--- config.mk ---
export PLATFORM = sky130hd
export DESIGN_NAME = addr_reg_bank
export DESIGN_NICKNAME = d
export VERILOG_FILES = /design/src/rtl/addr_reg_bank.sv
export SDC_FILE = /design/constraint.sdc
export NUM_CORES = 1
export LEC_CHECK = 0
export BUFFER_PORTS_ARGS = -buffer_cell sky130_fd_sc_hd__buf_2
export CAP_MARGIN = 20
export CORE_UTILIZATION = 57
export CTS_BUF_LIST = sky130_fd_sc_hd__clkbuf_4 sky130_fd_sc_hd__clkbuf_8
export DETAILED_ROUTE_END_ITERATION = 8
export PLACE_DENSITY_LB_ADDON = 0.1
export REMOVE_ABC_BUFFERS = 1
export SLEW_MARGIN = 5
export SYNTH_ARGS = -nofsm -noshare
export SYNTH_HDL_FRONTEND = slang
export SYNTH_SLANG_ARGS = --single-unit
--- constraint.sdc ---
create_clock -name Clock -period 1.5 [get_ports Clock]
set_input_delay 0.15 -clock Clock [delete_from_list [all_inputs] [get_ports Clock]]
set_output_delay 0.15 -clock Clock [all_outputs]
set_load 0.02 [all_outputs]
--- src/rtl/addr_reg_bank.sv ---
// rtl/addr_reg_bank.sv - 4-entry register bank addressed by a 2-bit sequencer
//
// Purpose: stores DataIn at the sequencer's current address {Address1,Address0},
// presents the registered word at that address, and tracks per-entry valid bits,
// fill status, sticky overwrite errors and address-step pulses.
//
// Ports:
//   Clock         in   1      system clock, all state on posedge
//   Reset         in   1      asynchronous active-low reset
//   Address1/0    in   1      sequencer address MSB/LSB
//   DataIn        in   WIDTH  write data
//   WriteEn       in   1      write DataIn to the addressed entry
//   Clear         in   1      synchronous clear of entries and flags, beats WriteEn
//   DataOut       out  WIDTH  registered word at current address (write-first bypass)
//   OutValid      out  1      addressed entry written since last clear
//   EntryValid    out  4      per-entry written flags
//   Full          out  1      all entries valid
//   Status        out  2      fill state: 00 EMPTY, 01 FILLING, 10 FULL
//   OverwriteErr  out  1      sticky: a write hit an already-valid entry
//   AddrStep      out  1      one-cycle pulse when the address changed

module addr_reg_bank #(
    parameter int WIDTH = 4
) (
    input  logic             Clock,
    input  logic             Reset,
    input  logic             Address1,
    input  logic             Address0,
    input  logic [WIDTH-1:0] DataIn,
    input  logic             WriteEn,
    input  logic             Clear,
    output logic [WIDTH-1:0] DataOut,
    output logic             OutValid,
    output logic [3:0]       EntryValid,
    output logic             Full,
    output logic [1:0]       Status,
    output logic             OverwriteErr,
    output logic             AddrStep
);

    typedef enum logic [1:0] {
        ST_EMPTY   = 2'b00,
        ST_FILLING = 2'b01,
        ST_FULL    = 2'b10,
        ST_UNUSED  = 2'b11
    } fill_state_t;

    fill_state_t      state;
    logic [WIDTH-1:0] mem [4];
    logic [1:0]       addr;
    logic [1:0]       addr_prev;
    logic [3:0]       valid_next;

    assign addr   = {Address1, Address0};
    assign Full   = &EntryValid;
    assign Status = state;

    // Next-cycle valid vector; both OutValid and the fill FSM look ahead with it
    always_comb begin
        valid_next = EntryValid;
        if (Clear) begin
            valid_next = 4'b0000;
        end else if (WriteEn) begin
            valid_next[addr] = 1'b1;
        end
    end

    always_ff @(posedge Clock or negedge Reset) begin
        if (!Reset) begin
            for (int i = 0; i < 4; i++) begin
                mem[i] <= '0;
            end
            EntryValid   <= 4'b0000;
            DataOut      <= '0;
            OutValid     <= 1'b0;
            OverwriteErr <= 1'b0;
            AddrStep     <= 1'b0;
            addr_prev    <= 2'b00;
            state        <= ST_EMPTY;
        end else begin
            // Address tracking runs regardless of Clear
            addr_prev  <= addr;
            AddrStep   <= (addr != addr_prev);
            EntryValid <= valid_next;

            if (Clear) begin
                for (int i = 0; i < 4; i++) begin
                    mem[i] <= '0;
                end
                OverwriteErr <= 1'b0;
                DataOut      <= '0;
                OutValid     <= 1'b0;
            end else begin
                if (WriteEn) begin
                    mem[addr] <= DataIn;
                    if (EntryValid[addr]) begin
                        OverwriteErr <= 1'b1;
                    end
                end
                // Write-first: a same-cycle write is visible without waiting for mem
                DataOut  <= WriteEn ? DataIn : mem[addr];
                OutValid <= valid_next[addr];
            end

            case (state)
                ST_EMPTY: begin
                    if (!Clear && WriteEn) begin
                        state <= ST_FILLING;
                    end
                end
                ST_FILLING: begin
                    if (Clear) begin
                        state <= ST_EMPTY;
                    end else if (valid_next == 4'b1111) begin
                        state <= ST_FULL;
                    end
                end
                ST_FULL: begin
                    if (Clear) begin
                        state <= ST_EMPTY;
                    end
                end
                default: begin
                    state <= ST_EMPTY;
                end
            endcase
        end
    end

endmodule

==> reports/qor.txt <==
Port-buffer cells - 23
Synth Cell Area - 1420 µm²
WP data arrival - 1.22 ns
Final setup TNS - 0 ns
CTS tree - built
Setup Skew - 0.00662 ns
Post CTS Setup Buffer Count - 0
IO Count - 24
Hold WS - 0.0964 ns
Core Rows - 17
Most numerous cell in the Yosys netlist - dfrtp_1
Mapped Avg Cell Area - 12.3 µm²
Multi-input logic area - 592 µm²
Die Footprint - 2690 µm²
DRC violations left - 0
Critical Path Stages - 3
Initial antenna violation count - 0
Yosys cell types - 28
Crit path cell chain - nand3_1, nor2_1, buf_2
Final net count - 153
Async S/R FF share, synth - 100%
Relative slew slack - 54.7%
Seq/Total Area, Yosys - 54.7%
Commonest cells in the netlist - dfrtp_1, nor2_1, mux2i_1
Hold path startpoint - Address0
Starting Density - 62.3%
Worst r2r src - Status[0]$_DFFE_PN0P_
Worst-skew pair later-pin latency - 0.33 ns
Cell taking the most area after synthesis - dfrtp_1
P per Cell Area - 1010 nW/µm²
1st-iter DRT viols - 9
Top_reg_cell synth - dfrtp_1
Hpwl dp - 1750 µm
Critical path's largest stage delay - 0.45 ns
Yosys warns - 0
P_leak - 0.858 nW
Seq. cell area - 776 µm²
Reg2Reg Depth - 3
Number of buffers created by CTS - 5
Detailed Routing Iterations Pass 1 - 4
Max Transition Viols Final - 0
Setup crit start - EntryValid[0]$_DFF_PN0_
Worst min path class - primary input to register
R2R Path End - Status[1]$_DFFE_PN0P_
H-tree depth - 2
First-pass GRT wire length - 4570 µm
Top delay family on crit path - flip-flops
Drt total wl - 2640 µm
Proportion of layout cells with a drive suffix above 1 - 28.5%
Placer Congestion - 0.757
Vias in the first global route - 966
Final setup viols - 0
Core ar. - 2280 µm²
R2r setup slk - 0.17 ns
P&R area growth vs syn - 15.5%
CP Max Fanout - 6
Peak supply drop - 0.000638 V
Die Y - 51.9 µm
Min cycle time layout - 1.37 ns
RSZ-0062 raised after global routing - false
CTS Buffer Depth - 2
Vias - 1005
Worst slew pin tran - 0.679 ns
TritonCTS Sinks - 31
Startpoint Class - register
Yosys reg bits - 31
Share of the synthesized area in the top cell type - 54.7%
Slowest cell on crit path - dfrtp_1
Max_cap viols - 0
CP endpoint - Full
Average wire per standard cell - 15.4 µm
CTS clk-pin slew, worst paths - 0.09 ns
Gates resized, CTS repair - 0
Bufs and invs on worst path - 1
CP Class - register to output port
Final Hold Fails - 0
Post-synth EDFFs - 0
Final period util - 91.5%
Fill cells - 169
CTS root buffer - clkbuf_4
Vias/cell - 5.84
Largest net degree at the start of global routing - 32
GRT overflow - 0
Max Freq - 728 MHz
# diodes - 0
Die Wd - 51.9 µm
Post-route ant nets - 0
CP required - 1.35 ns
Cells after synthesis - 115
Global-route usage over all layers - 24.7%
Status - finished clean
Crit. End Element - output port
Dominant cells by area after synthesis - dfrtp_1, mux2i_1, nor2_1
==> where the power goes <==
group          switching, mW  total [mW]  internal, mW  leakage (nW)
logic                  0.126       0.206        0.0801         0.401
clock network          0.273       0.567         0.294        0.0420
registers             0.0203       0.890         0.870         0.414
total                  0.419        1.66          1.24         0.858
==> cell families (layout without fill, tap and decap cells) <==
logic type      Yosys count  after routing  share of synthesized area [%]
simple gates             35             35                           12.4
flops                    31             31                           54.7
mux                      22             22                           20.2
compound gates           15             15                           7.94
xor+xnor                  2              2                           1.24
buf+inv                  10             39                           3.53
==> state kept, by name, summed over array words and instances, names as in the netlist <==
signal	count
DataOut	4
OutValid	1
addr_prev	2
mem	16
AddrStep	1
OverwriteErr	1
Status	2
EntryValid	4
==> cell type report <==
| class | instances | share of cell area [%] |
|---|---|---|
| clock buffer | 8 | 4.43 |
| inverter | 4 | 0.917 |
| tap | 28 | 2.14 |
| sequential | 31 | 47.4 |
| multi-input combinational | 74 | 36.1 |
| timing repair buffer | 27 | 9.01 |
==> worst reg2reg max path: stages, from the launching register on <==
cell and delay, ns:
dfrtp_1 0.42, or3b_1 0.42, a2111oi_2 0.30, a211o_1 0.14
==> metrics by stage <==
| stage | util, % | area (µm²) | std cells | total power [mW] | setup slack, ns |
|---|---|---|---|---|---|
| after CTS | 72.0 | 1640 | 172 | 1.69 | 0.122 |
| after floorplan | - | 1380 | 109 | 1.01 | 0.173 |
| final | 72.0 | 1640 | 172 | 1.66 | 0.127 |
| after global placement | 68.3 | 1560 | 163 | 1.11 | 0.146 |
| after global routing | 72.0 | 1640 | 172 | 1.75 | 0.0280 |
| after detailed placement | 68.3 | 1560 | 163 | 1.11 | 0.112 |
==> worst min path at each step <==
stage                                         end  slack (ns)  cells after the start
after floorplan                AddrStep$_DFF_PN0_       -0.15                      0
after global placement      Status[1]$_DFFE_PN0P_        0.22                      1
after detailed placement  EntryValid[2]$_DFF_PN0_        0.23                      1
after CTS                    DataOut[0]$_DFF_PN0_        0.08                      2
after global routing       addr_prev[1]$_DFF_PN0_        0.09                      1
final                      addr_prev[0]$_DFF_PN0_         0.1                      1
==> placed cells by master (no fill, tap or decap), types with 2 or more instances in the layout <==
| master | count |
|---|---|
| nand3_1 | 2 |
| buf_4 | 3 |
| mux4_2 | 4 |
| nor2_1 | 25 |
| a22o_1 | 4 |
| clkbuf_8 | 2 |
| nand3b_1 | 2 |
| a21oi_1 | 4 |
| dfrtp_1 | 31 |
| inv_1 | 4 |
| xnor2_1 | 2 |
| buf_2 | 23 |
| clkbuf_4 | 6 |
| mux2i_1 | 17 |
==> per-layer routing <==
metal | track usage [%] | vias up | share of wire (%)
li1 | - | 469 | -
met3 | 8.77 | 2 | 5.3
met2 | 36.1 | 32 | 49
met5 | 0 | - | 0
met1 | 33.4 | 502 | 45
met4 | 10.4 | 0 | 0.64
==> repair_timing <==
| action | 4_1_cts | 5_1_grt |
|---|---|---|
| hold endpoints to repair | 31 | 0 |
| endpoints found under the setup margin | 0 | 0 |
| hold buffers | 1 | 0 |
(Power assumes the default switching activity.)
